`config.mk`:
```
export PLATFORM = sky130hd
export DESIGN_NAME = rca_reg_addr_config
export DESIGN_NICKNAME = d
export VERILOG_FILES = /design/src/rtl/rca_reg_addr_config.sv
export SDC_FILE = /design/constraint.sdc
export NUM_CORES = 1
export LEC_CHECK = 0
export CAP_MARGIN = 10
export CORE_MARGIN = 5
export CORE_UTILIZATION = 64
export DETAILED_ROUTE_END_ITERATION = 8
export HOLD_SLACK_MARGIN = 0.02
export PLACE_DENSITY = 0.9
export SETUP_SLACK_MARGIN = 0.1
export SLEW_MARGIN = 10
export SYNTH_ARGS = -nofsm -noshare
export SYNTH_HDL_FRONTEND = slang
export SYNTH_SLANG_ARGS = --single-unit
```
`constraint.sdc`:
```
create_clock -name clk -period 5.25 [get_ports clk]
set_input_delay 1.05 -clock clk [delete_from_list [all_inputs] [get_ports clk]]
set_output_delay 1.05 -clock clk [all_outputs]
set_load 0.05 [all_outputs]
```
`src/rtl/rca_reg_addr_config.sv`:
```
// Per-RCA CPU register address tables (source, non-feedback and feedback destination)
// with a config write port, a 1-cycle lookup port and a sequential flush.
module rca_reg_addr_config #(
    parameter int NUM_RCAS        = 4,
    parameter int NUM_READ_PORTS  = 5,
    parameter int NUM_WRITE_PORTS = 5
) (
    input  logic                         clk,
    input  logic                         rst_n,
    input  logic                         cfg_valid,
    output logic                         cfg_ready,
    input  logic                         cfg_fb,
    input  logic [$clog2(NUM_RCAS)-1:0]  cfg_rca_sel,
    input  logic [$clog2(NUM_READ_PORTS)-1:0] cfg_port_sel,
    input  logic                         cfg_src_dest,
    input  logic [4:0]                   cfg_reg_addr,
    input  logic                         lkp_valid,
    input  logic [$clog2(NUM_RCAS)-1:0]  lkp_rca_sel,
    input  logic                         lkp_fb,
    output logic                         lkp_done,
    output logic [5*NUM_READ_PORTS-1:0]  lkp_src_addrs,
    output logic [5*NUM_WRITE_PORTS-1:0] lkp_dest_addrs,
    output logic [NUM_RCAS-1:0]          rca_configured,
    input  logic                         flush_req,
    output logic                         flush_done
);

    localparam int RW = $clog2(NUM_RCAS);
    localparam int MW = NUM_READ_PORTS + NUM_WRITE_PORTS;

    typedef enum logic {IDLE, FLUSH} state_t;

    state_t          state;
    logic [RW-1:0]   flush_cnt;

    logic [4:0]      src_tab  [NUM_RCAS][NUM_READ_PORTS];
    logic [4:0]      nfb_tab  [NUM_RCAS][NUM_WRITE_PORTS];
    logic [4:0]      fb_tab   [NUM_RCAS][NUM_WRITE_PORTS];
    logic [MW-1:0]   mask     [NUM_RCAS];
    logic [MW-1:0]   mask_nxt [NUM_RCAS];

    logic                       wr_acc, wr_src, wr_nfb, wr_fb, lkp_hit;
    logic [NUM_RCAS-1:0]        rca_hit, flush_clr;
    logic [5*NUM_READ_PORTS-1:0]  src_rd;
    logic [5*NUM_WRITE_PORTS-1:0] dest_rd;

    assign cfg_ready = (state == IDLE);

    // Out-of-range port selects are accepted but qualify no table entry.
    always_comb begin
        wr_acc  = cfg_valid & cfg_ready;
        wr_src  = wr_acc & ~cfg_src_dest & (32'(cfg_port_sel) < NUM_READ_PORTS);
        wr_nfb  = wr_acc & cfg_src_dest & ~cfg_fb & (32'(cfg_port_sel) < NUM_WRITE_PORTS);
        wr_fb   = wr_acc & cfg_src_dest & cfg_fb & (32'(cfg_port_sel) < NUM_WRITE_PORTS);
        lkp_hit = (cfg_rca_sel == lkp_rca_sel);
        rca_hit   = '0;
        flush_clr = '0;
        for (int unsigned r = 0; r < NUM_RCAS; r++) begin
            rca_hit[r]   = (32'(cfg_rca_sel) == r);
            flush_clr[r] = (state == FLUSH) && (32'(flush_cnt) == r);
        end
    end

    always_comb begin
        for (int unsigned r = 0; r < NUM_RCAS; r++) begin
            mask_nxt[r] = mask[r];
            if (flush_clr[r]) begin
                mask_nxt[r] = '0;
            end else if (rca_hit[r]) begin
                for (int unsigned p = 0; p < NUM_READ_PORTS; p++)
                    if (wr_src && 32'(cfg_port_sel) == p) mask_nxt[r][p] = 1'b1;
                for (int unsigned p = 0; p < NUM_WRITE_PORTS; p++)
                    if (wr_nfb && 32'(cfg_port_sel) == p) mask_nxt[r][NUM_READ_PORTS+p] = 1'b1;
            end
        end
    end

    // Read mux with write-first forwarding from a same-cycle accepted write.
    always_comb begin
        src_rd  = '0;
        dest_rd = '0;
        for (int unsigned p = 0; p < NUM_READ_PORTS; p++) begin
            src_rd[5*p +: 5] = src_tab[lkp_rca_sel][p];
            if (wr_src && lkp_hit && 32'(cfg_port_sel) == p)
                src_rd[5*p +: 5] = cfg_reg_addr;
        end
        for (int unsigned p = 0; p < NUM_WRITE_PORTS; p++) begin
            dest_rd[5*p +: 5] = lkp_fb ? fb_tab[lkp_rca_sel][p] : nfb_tab[lkp_rca_sel][p];
            if ((lkp_fb ? wr_fb : wr_nfb) && lkp_hit && 32'(cfg_port_sel) == p)
                dest_rd[5*p +: 5] = cfg_reg_addr;
        end
    end

    always_ff @(posedge clk or negedge rst_n) begin
        if (!rst_n) begin
            state          <= IDLE;
            flush_cnt      <= '0;
            flush_done     <= 1'b0;
            lkp_done       <= 1'b0;
            lkp_src_addrs  <= '0;
            lkp_dest_addrs <= '0;
            rca_configured <= '0;
            for (int unsigned r = 0; r < NUM_RCAS; r++) begin
                mask[r] <= '0;
                for (int unsigned p = 0; p < NUM_READ_PORTS; p++) src_tab[r][p] <= '0;
                for (int unsigned p = 0; p < NUM_WRITE_PORTS; p++) begin
                    nfb_tab[r][p] <= '0;
                    fb_tab[r][p]  <= '0;
                end
            end
        end else begin
            flush_done <= 1'b0;
            lkp_done   <= lkp_valid;
            if (lkp_valid) begin
                lkp_src_addrs  <= src_rd;
                lkp_dest_addrs <= dest_rd;
            end

            for (int unsigned r = 0; r < NUM_RCAS; r++) begin
                mask[r]           <= mask_nxt[r];
                rca_configured[r] <= &mask_nxt[r];
                for (int unsigned p = 0; p < NUM_READ_PORTS; p++) begin
                    if (flush_clr[r])
                        src_tab[r][p] <= '0;
                    else if (wr_src && rca_hit[r] && 32'(cfg_port_sel) == p)
                        src_tab[r][p] <= cfg_reg_addr;
                end
                for (int unsigned p = 0; p < NUM_WRITE_PORTS; p++) begin
                    if (flush_clr[r]) begin
                        nfb_tab[r][p] <= '0;
                        fb_tab[r][p]  <= '0;
                    end else if (rca_hit[r] && 32'(cfg_port_sel) == p) begin
                        if (wr_nfb) nfb_tab[r][p] <= cfg_reg_addr;
                        if (wr_fb)  fb_tab[r][p]  <= cfg_reg_addr;
                    end
                end
            end

            case (state)
                IDLE: begin
                    if (flush_req) begin
                        state     <= FLUSH;
                        flush_cnt <= '0;
                    end
                end
                FLUSH: begin
                    if (32'(flush_cnt) == NUM_RCAS - 1) begin
                        state      <= IDLE;
                        flush_done <= 1'b1;
                    end else begin
                        flush_cnt <= flush_cnt + 1'b1;
                    end
                end
                default: state <= IDLE;
            endcase
        end
    end

endmodule

```
==> reports/qor.txt, run 1 <==
Crit-path max FO -> 25
Sequential power share -> 43.1%
F_max -> 266 MHz
Largest net degree at the start of global routing -> 125
Hold-fix buffers, CTS -> 0
Drt drc -> 0
Mapped cell area -> 0.0193 mm^2
Initial antenna violation count -> 1
Final TNS setup -> 0 ps
Vias in the first global route -> 15.7k
Io pins -> 77
Critical Path End Type -> flip-flop
CP Class -> primary input to flip-flop
HPWL after detailed placement -> 33.9 mm
Final worst-path cycle share -> 71.6%
Post-Place Setup Slack -> 1190 ps
Slew Limit Fails -> 0
Post-DP Area -> 0.0202 mm^2
Final wirelength -> 54.7 mm
CTS buffer count -> 40
Final setup viols -> 0
Post-CTS Setup Inserts -> 0
Fraction of layout cells with a size suffix above 1 -> 17.0%
Syn nets -> 1729
Final setup margin -> 1490 ps
Final Net Count -> 1728
Final Hold Viols -> 0
# rows -> 63
Max Buffers Root-to-Sink -> 3
Mean area per synthesized cell -> 11.3 um^2
CTS tree -> done
Post-route cell area -> 0.0215 mm^2
Gr ovfl total -> 0
Number of enable flip-flop cells after synthesis -> 0
Max-Cap Viols -> 0
Drt initial violations -> 2182
Yosys reg bits -> 399
Arr. time, crit path -> 4210 ps
Cell taking the most area after synthesis -> dfrtp_1
Final Wtd Congestion -> 0.952
Clock sinks -> 399
CTS-repair resized insts -> 0
Top-count cell post-synth -> dfrtp_1
First-pass GRT wire length -> 86.7 mm
Crit path launch type -> primary input
Post-synth cell types -> 58
Port bufs -> 76
Initial Util -> 65.0%
Yosys top cell area share -> 51.9%
Via density -> 7.04
Sw Share -> 32.2%
Post-DR wirelength/cell -> 25.8 um
Async S/R FF share, synth -> 100%
Diode count -> 0
Slew headroom -> 18.0%
Gr usage total -> 32.7%
Clk_lat worst skew -> 540 ps
Post-route ant nets -> 0
Synth area leaders -> dfrtp_1, mux2i_1, mux4_2, mux2_2, nor2_1
DR vias -> 14.9k
Unrepaired setup endpoints after global routing -> no
Synth top cells by count -> dfrtp_1, nor2_1, mux2i_1
Area delta synth->final -> 11.6%
DIE HEIGHT -> 183 um
Worst Tran Pin Value -> 1230 ps
Worst-path clk slew -> 60 ps
Logic gate share of total power -> 23.8%
Switching pwr -> 2.73 mW
Post-Syn Instances -> 1705
Root buffer cell -> clkbuf_16
Class of the worst hold path -> flip-flop to flip-flop
Die area -> 0.0337 mm^2
Ys flop type -> dfrtp_1
Core area -> 0.0296 mm^2
Register area share after synthesis -> 51.9%
Die span in x -> 183 um
CTS H-tree lvls -> 2
YS warnings -> 0
Status -> finished clean
Post-layout min period -> 3760 ps
WP data required -> 5700 ps
Final Skew -> 19.0 ps
Iteration count of the initial detailed-routing pass -> 6
PD cells -> 395 mW/mm^2
Leakage power -> 10.4 nW
Peak supply drop -> 0.282 mV
Clock power share -> 33.1%
Pint -> 5.75 mW
## area by class of cell
cell class / instances / area [um^2]
clock inverters: 7 / 70.1
repair buffers: 114 / 1050
fillers: 1872 / 8160
inverters: 48 / 180
flip-flops and latches: 399 / 9980
clock buffers: 59 / 1190
multi-input cells: 1101 / 8520
well taps: 390 / 488
## sequential cells by signal, indices dropped and copies added, names as in the netlist
signal          cells
src_tab           100
nfb_tab           100
flush_cnt           2
mask               40
lkp_src_addrs      25
fb_tab            100
rca_configured      4
lkp_dest_addrs     25
flush_done          1
state               1
lkp_done            1
## critical path: stages
cell,delay (ps)
clkdlybuf4s50_1,730
o21ai_1,820
and4_1,1150
a31oi_1,240
o22ai_1,200
## cell usage in the layout, fill, tap and decap left out, types with 4 or more instances in the layout
| cell | instances |
|---|---|
| dfrtp_1 | 399 |
| nor2_1 | 223 |
| mux2i_1 | 192 |
| a21oi_1 | 116 |
| nand3_1 | 87 |
| mux2_2 | 86 |
| mux4_2 | 75 |
| nand2_1 | 68 |
| clkdlybuf4s50_1 | 66 |
| inv_1 | 47 |
| o21ai_0 | 41 |
| clkbuf_16 | 41 |
| a31oi_1 | 40 |
| buf_4 | 37 |
| o41ai_1 | 25 |
| o22ai_1 | 25 |
| and2_1 | 17 |
| o21ai_1 | 13 |
| nand4_1 | 13 |
| clkbuf_8 | 10 |
| clkbuf_1 | 8 |
| buf_2 | 7 |
| nor3_1 | 6 |
| nor4_1 | 5 |
| nor3b_2 | 4 |
| nor3_2 | 4 |
| nor4_2 | 4 |
| o31ai_1 | 4 |
| ha_1 | 4 |
## worst paths after layout
kind                                 start                  to  slack [ps]  depth (start not counted)
max in group asynchronous            rst_n          fb_tab[67]        3610                          2
min in group asynchronous            rst_n    lkp_src_addrs[3]         490                          1
min reg2reg                       mask[11]            mask[11]         480                          2
max reg2reg                          state   rca_configured[2]        2380                          4
max                        cfg_port_sel[1]  lkp_dest_addrs[18]        1490                          5
min                               mask[11]            mask[11]         480                          2
## cell families (layout without fill, tap and decap cells)
family,after synthesis,in the layout,share of synthesized area [%]
and+or+nand+nor,462,462,11.2
DFF,399,399,51.9
muxes,353,353,23.8
AOI/OAI and AO/OA,278,278,8.51
buffers and inverters,205,228,4.21
adders and majority gates,4,4,0.260
xor gates and xnor gates,4,4,0.182
## metrics by stage
step	instances	total power, mW	util (%)	hold slack [ps]
finish	2118	8.48	72.5	484
global route	2118	8.75	72.5	509
CTS	2118	8.44	72.4	485
detailed placement	2052	5.66	68.2	473
global placement	2052	5.56	68.2	459
floorplan	1705	4.98	-	445
## metal layers
layer,vias up,GRT usage [%],routed length (um)
li1,6093,-,-
met1,7446,42.7,19500
met2,1125,51.5,26000
met3,252,7.91,6150
met4,2,16.7,3070
met5,-,0,11
## power groups by stage
stage	registers (mW)	logic, mW	clock network, mW
after floorplan	3.78	1.21	0
after detailed placement	3.69	1.97	0
final	3.65	2.02	2.81
after global placement	3.67	1.89	0
after CTS	3.64	1.99	2.81
after global routing	3.67	2.12	2.96
Note: power is estimated with default switching activity, not from simulation.
==> run 2, diff against run 1 <==
--- a/config.mk
+++ b/config.mk
@@ -7,10 +7,10 @@
 export LEC_CHECK = 0
 export CAP_MARGIN = 10
 export CORE_MARGIN = 5
-export CORE_UTILIZATION = 64
+export CORE_UTILIZATION = 61
 export DETAILED_ROUTE_END_ITERATION = 8
 export HOLD_SLACK_MARGIN = 0.02
-export PLACE_DENSITY = 0.9
+export PLACE_DENSITY = 0.87
 export SETUP_SLACK_MARGIN = 0.1
 export SLEW_MARGIN = 10
 export SYNTH_ARGS = -nofsm -noshare
==> constraint.sdc (replaced) <==
create_clock -name clk -period 3.85 [get_ports clk]
set_input_delay 0.77 -clock clk [delete_from_list [all_inputs] [get_ports clk]]
set_output_delay 0.77 -clock clk [all_outputs]
set_load 0.05 [all_outputs]
==> run 2 against run 1 <==
  * Register-to-register slack worse by 1400 ps
  * Largest power group unchanged
  * Critical path depth unchanged
  * Cell area rose by 1.9%
  * Combinational power is 38% higher
  * Critical path type unchanged
  * Count of clock-buffer cells in the layout rose by 2
  * Global-route usage decreased by 0.75 points
  * Worst setup slack lost 790 ps
  * Clock skew fell by 7.6 ps
  * Sequential cell count stayed put
  * Sequential share of layout area shrank 0.85 points
  * Total power rose by 39%
==> reports/qor.txt, run 2 (synthesis gave the netlist of run 1 again) <==
DIE HEIGHT -> 188 um (+2.3%)
Die span in x -> 188 um (+2.3%)
Pint -> 8.02 mW (+40%)
Worst-path clk slew -> 60 ps (about the same)
Slew Limit Fails -> 0 (unchanged)
Iteration count of the initial detailed-routing pass -> 6 (unchanged)
Worst Tran Pin Value -> 1060 ps (-165 ps)
Fill cells -> 2082 (+11%)
Final Net Count -> 1762 (+2.0%)
Leakage power -> 10.6 nW (+2.2%)
PD cells -> 539 mW/mm^2 (+37%)
Switching pwr -> 3.78 mW (+38%)
WP data required -> 4290 ps (-1410 ps)
Slowest stage delay, CP -> 920 ps (-230 ps)
Most frequent cells in the layout -> dfrtp_1, nor2_1, mux2i_1
Post-route ant nets -> 0 (unchanged)
Largest net degree at the start of global routing -> 91 (-27%)
Logic gate share of total power -> 23.7% (about the same)
Die area -> 0.0352 mm^2 (+4.6%)
End-of-flow core utilization -> 69.7% (-2.8 points)
Initial Util -> 61.3% (-3.6 points)
CP Class -> primary input to flip-flop
DR vias -> 14.9k (+0.15%)
Hold-fix buffers, CTS -> 0 (unchanged)
Biggest registers after layout -> fb_tab (100), nfb_tab (100), src_tab (100)
Sequential power share -> 42.4% (-0.7 points)
Crit path launch type -> primary input
Largest delay share family, worst path -> simple AND/OR/NAND/NOR gates
CTS-repair resized insts -> 0 (unchanged)
Final Skew -> 11.3 ps (-7.64 ps)
Gr ovfl total -> 0 (unchanged)
Worst R2R Setup Slack -> 970 ps (-1410 ps)
Max Buffers Root-to-Sink -> 3 (unchanged)
CP max stage cell -> nor4_1
Post-layout min period -> 3150 ps
CTS H-tree lvls -> 2 (unchanged)
HPWL after detailed placement -> 35.4 mm (+4.5%)
Clk_lat worst skew -> 540 ps (about the same)
CTS buffer count -> 41 (+2.5%)
Slew headroom -> 28.4% (+10 points)
Area delta synth->final -> 13.7%
Cell breakdown of the critical path -> clkdlybuf4s50_1 > or3b_2 > nor4_1 > nand3_1 > a21oi_1
Root buffer cell -> clkbuf_16
Drt drc -> 0 (unchanged)
CP Buf/Inv Count -> 1 (unchanged)
Clock power share -> 33.9% (+0.8 points)
Final setup viols -> 0 (unchanged)
Fraction of layout cells with a size suffix above 1 -> 18.7% (+1.6 points)
Max-Cap Viols -> 0 (unchanged)
Multi-input gate area -> 0.00850 mm^2 (-0.21%)
CTS tree -> done
First-pass GRT wire length -> 89.1 mm (+2.7%)
Critical Path End Type -> flip-flop
Class of the worst hold path -> primary input to asynchronous set/reset pin
Post-CTS Setup Inserts -> 0 (unchanged)
R2R Path Start -> state
Post-DR wirelength/cell -> 26.0 um (+0.53%)
Io pins -> 77 (unchanged)
Via density -> 6.89 (-2.2%)
Final Wtd Congestion -> 0.924 (-3.0%)
# rows -> 65 (+3.2%)
Worst R2R End -> rca_configured[0]
Peak supply drop -> 0.393 mV (+40%)
Port bufs -> 76 (unchanged)
Arr. time, crit path -> 3600 ps (-610 ps)
Final wirelength -> 56.3 mm (+2.9%)
F_max -> 317 MHz
Final worst-path cycle share -> 81.9%
Unrepaired setup endpoints after global routing -> no
Vias in the first global route -> 15.8k (+1.1%)
Register area -> 0.00998 mm^2 (unchanged)
Sw Share -> 32.0% (-0.21 points)
Status -> finished clean
Core area -> 0.0314 mm^2 (+5.9%)
Leading cell type in the layout, fill and taps excluded -> dfrtp_1
Clock sinks -> 399 (unchanged)
Crit-path max FO -> 16 (-36%)
Final setup margin -> 696 ps (-794 ps)
Worst Reg2Reg Path Length in Cells -> 4 (unchanged)
Final Hold Viols -> 0 (unchanged)
Gr usage total -> 31.9% (-0.75 points)
Pwr Total -> 11.8 mW (+39%)
Post-Place Setup Slack -> 347 ps (-846 ps)
Initial antenna violation count -> 2 (+1)
Final TNS setup -> 0 ps (unchanged)
Drt initial violations -> 1835 (-16%)
WHS -> 245 ps (-238 ps)
## run 2: cell types whose count changed in the layout (fill, tap and decap cells not counted), moves of 2 or more
cell | before | now
buf_12 | 3 | 9
buf_4 | 37 | 64
clkbuf_16 | 41 | 43
clkinv_2 | 3 | 5
diode_2 | 0 | 2
## run 2: layout make-up
class,count,share of cell area (%)
clock buffers,61,5.68
repair buffers,147,6.27
flip-flops and latches,399,45.6
multi-input cells,1101,38.8
clock inverters,8,0.429
well taps,402,2.30
inverters,48,0.823
diodes,2,0.0229
## run 2: power groups by stage
| stage | Clock, mW | Combinational, mW | Sequential [mW] |
|---|---|---|---|
| finish | 4.01 | 2.79 | 5.00 |
| floorplan | 0 | 1.65 | 5.15 |
| detailed placement | 0 | 2.71 | 5.05 |
| CTS | 4.01 | 2.74 | 4.98 |
| global placement | 0 | 2.61 | 5.02 |
| global route | 4.22 | 2.93 | 5.02 |
## run 2: worst reg2reg max path, stage by stage, from the launching register on
cell and delay, ps:
dfrtp_1 640, nor4bb_4 760, a31oi_1 220, or4_1 570, nor4_1 520
## run 2: worst max path at each step
stage | endpoint | from | slack [ps] | cells after the start
floorplan | lkp_dest_addrs[4] | lkp_rca_sel[0] | 1260 | 7
global placement | rca_configured[0] | cfg_fb | 410 | 5
detailed placement | fb_tab[77] | cfg_port_sel[2] | 350 | 5
CTS | rca_configured[0] | cfg_rca_sel[0] | 870 | 5
global route | fb_tab[77] | cfg_port_sel[2] | 600 | 5
finish | fb_tab[77] | cfg_port_sel[2] | 700 | 5
## run 2: metal layers
layer	up-vias	GRT usage, %	share of wire (%)
met2	1097	50.5	47
met1	7429	41.7	36
met3	248	7.59	12
li1	6167	-	-
met5	-	0	0
met4	0	16.2	5.6
## run 2: metrics by stage
step / instances / instance area (um^2)
after detailed placement: 2097 / 20500
final: 2168 / 21900
after floorplan: 1705 / 19300
after global routing: 2168 / 21900
after CTS: 2166 / 21900
after global placement: 2097 / 20500
==> run 3, diff against run 2 <==
--- a/config.mk
+++ b/config.mk
@@ -7,10 +7,10 @@
 export LEC_CHECK = 0
 export CAP_MARGIN = 10
 export CORE_MARGIN = 5
-export CORE_UTILIZATION = 61
+export CORE_UTILIZATION = 55
 export DETAILED_ROUTE_END_ITERATION = 8
 export HOLD_SLACK_MARGIN = 0.02
-export PLACE_DENSITY = 0.87
+export PLACE_DENSITY = 0.83
 export SETUP_SLACK_MARGIN = 0.1
 export SLEW_MARGIN = 10
 export SYNTH_ARGS = -nofsm -noshare
==> constraint.sdc (replaced) <==
create_clock -name clk -period 2.5 [get_ports clk]
set_input_delay 0.5 -clock clk [delete_from_list [all_inputs] [get_ports clk]]
set_output_delay 0.5 -clock clk [all_outputs]
set_load 0.05 [all_outputs]
==> run 3 against run 2 <==
  * Non-clock buffer count rose by 112
  * Cell area is 4.7% higher
  * Hold slack gained 160 ps
  * Critical path type unchanged
==> reports/qor.txt, run 3 (synthesis gave the netlist of run 1 again) <==
Status -> finished clean
Post-DR wirelength/cell -> 23.8 um (-8.2%)
Crit. Startpoint -> cfg_rca_sel[0]
Final Hold Viols -> 0 (unchanged)
Slew Limit Fails -> 0 (unchanged)
Worst R2R End -> nfb_tab[71]
Worst Reg2Reg Path Length in Cells -> 8 (+4)
Initial antenna violation count -> 0 (-2)
CP Class -> primary input to flip-flop
Unrepaired setup endpoints after global routing -> no
Worst Tran Pin Value -> 667 ps (-398 ps)
Fraction of layout cells with a size suffix above 1 -> 23.4% (+4.8 points)
Final TNS setup -> 0 ps (unchanged)
Root buffer cell -> clkbuf_16
Max Buffers Root-to-Sink -> 3 (unchanged)
Core area -> 0.0345 mm^2 (+10%)
CTS buffer count -> 42 (+2.4%)
Class of the worst hold path -> primary input to flip-flop
Largest net degree at the start of global routing -> 102 (+12%)
Die span in x -> 197 um (+5.0%)
DR vias -> 15.1k (+0.96%)
Clk_lat worst skew -> 550 ps (about the same)
Grt peak-use layer -> met2
Most frequent cells in the layout -> dfrtp_1, nor2_1, mux2i_1
First-pass GRT wire length -> 87.9 mm (-1.3%)
Post-layout min period -> 2360 ps
Final setup viols -> 0 (unchanged)
Gr usage total -> 28.6% (-3.3 points)
Max-Cap Viols -> 0 (unchanged)
Post-Place Setup Slack -> -265 ps (-612 ps)
Io pins -> 77 (unchanged)
Met1 usage -> 37.7% (-4.0 points)
Worst R2R Setup Slack -> 290 ps (-680 ps)
Die area -> 0.0388 mm^2 (+10%)
Drt initial violations -> 1803 (-1.7%)
Slew headroom -> 55.6% (+27 points)
Area delta synth->final -> 19.0%
Crit-path max FO -> 25 (+9)
Peak supply drop -> 0.645 mV (+64%)
Global Route met2 Usage -> 47.1% (-3.5 points)
Fill cells -> 2456 (+18%)
Final Net Count -> 1875 (+6.4%)
CTS tree -> done
Drt drc -> 0 (unchanged)
Gr ovfl total -> 0 (unchanged)
Iteration count of the initial detailed-routing pass -> 7 (+1)
Diode count -> 0 (-2)
Initial Util -> 55.7% (-5.6 points)
Leading cell type in the layout, fill and taps excluded -> dfrtp_1
Final Skew -> 19.6 ps (+8.24 ps)
DIE HEIGHT -> 197 um (+5.0%)
Final worst-path cycle share -> 94.5%
Via density -> 6.47 (-6.2%)
F_max -> 423 MHz
CP endpoint -> lkp_dest_addrs[22]
Arr. time, crit path -> 2750 ps (-850 ps)
Post-route ant nets -> 0 (unchanged)
Biggest registers after layout -> fb_tab (100), nfb_tab (100), src_tab (100)
Vias in the first global route -> 15.8k (+0.025%)
Final wirelength -> 55.6 mm (-1.2%)
Worst-path clk slew -> 60 ps (about the same)
Critical Path End Type -> flip-flop
HPWL after detailed placement -> 37.5 mm (+5.7%)
Port bufs -> 76 (unchanged)
WP data required -> 2890 ps (-1400 ps)
Final Wtd Congestion -> 0.922 (-0.13%)
# rows -> 68 (+4.6%)
PD cells -> 805 mW/mm^2 (+49%)
Crit path launch type -> primary input
Leakage power -> 11.2 nW (+5.3%)
R2R Path Start -> state
Final setup margin -> 138 ps (-558 ps)
Clock sinks -> 399 (unchanged)
Met3 usage -> 5.42% (-2.2 points)
CTS H-tree lvls -> 2 (unchanged)
Hold_sp -> lkp_valid
==> run 3: area by class of cell <==
cell class | instances | area, um^2 | share of cell area (%)
Clock inverter | 12 | 146 | 0.639
Sequential cell | 399 | 9980 | 43.6
Clock buffer | 59 | 1190 | 5.18
Multi-Input combinational cell | 1101 | 8500 | 37.1
Inverter | 48 | 180 | 0.786
Timing Repair Buffer | 259 | 2350 | 10.3
Tap cell | 455 | 569 | 2.48
==> run 3: layer usage <==
metal / routed length, um / part of all wire (%)
met5: 0 / 0
met4: 2540 / 4.6
met3: 4760 / 8.6
met2: 26900 / 48
met1: 21400 / 39
==> run 3: critical path, cell delays in order <==
cell,delay (ps)
clkdlybuf4s50_1,580
xnor2_1,590
nand4_1,250
buf_12,230
o41ai_1,470
o22ai_1,120
==> run 3: worst min path at each step <==
| stage | endpoint | slack [ps] | depth (start not counted) |
|---|---|---|---|
| after floorplan | fb_tab[0] | 200 | 0 |
| after global placement | mask[35] | 460 | 2 |
| after detailed placement | src_tab[71] | 470 | 1 |
| after CTS | nfb_tab[1] | 400 | 3 |
| after global routing | lkp_done | 430 | 2 |
| final | lkp_done | 400 | 2 |
==> run 3: stage by stage <==
| stage | power, mW | std cells | util [%] | cell area (um^2) | hold WS, ps |
|---|---|---|---|---|---|
| 6_report | 18.4 | 2333 | 66.3 | 22900 | 402 |
| 5_1_grt | 19.1 | 2333 | 66.3 | 22900 | 427 |
| 4_1_cts | 18.4 | 2333 | 66.3 | 22900 | 400 |
| 3_5_place_dp | 12.3 | 2261 | 62.4 | 21600 | 472 |
| 3_3_place_gp | 12.1 | 2261 | 62.4 | 21600 | 459 |
| 2_1_floorplan | 10.5 | 1705 | - | 19300 | 204 |
==> run 3: where the power goes <==
part	internal (mW)	leakage [nW]	switching, mW
sequential	7.18	5.41	0.433
clock	3.61	0.646	2.52
combinational	1.82	5.16	2.88
total	12.6	11.2	5.83
==> run 3: timing repair <==
item                                   in CTS  in global routing
buffers inserted                            0                  0
gates resized for setup                     0                  0
endpoints found under the hold margin      50                  0
hold buffers                                1                  0
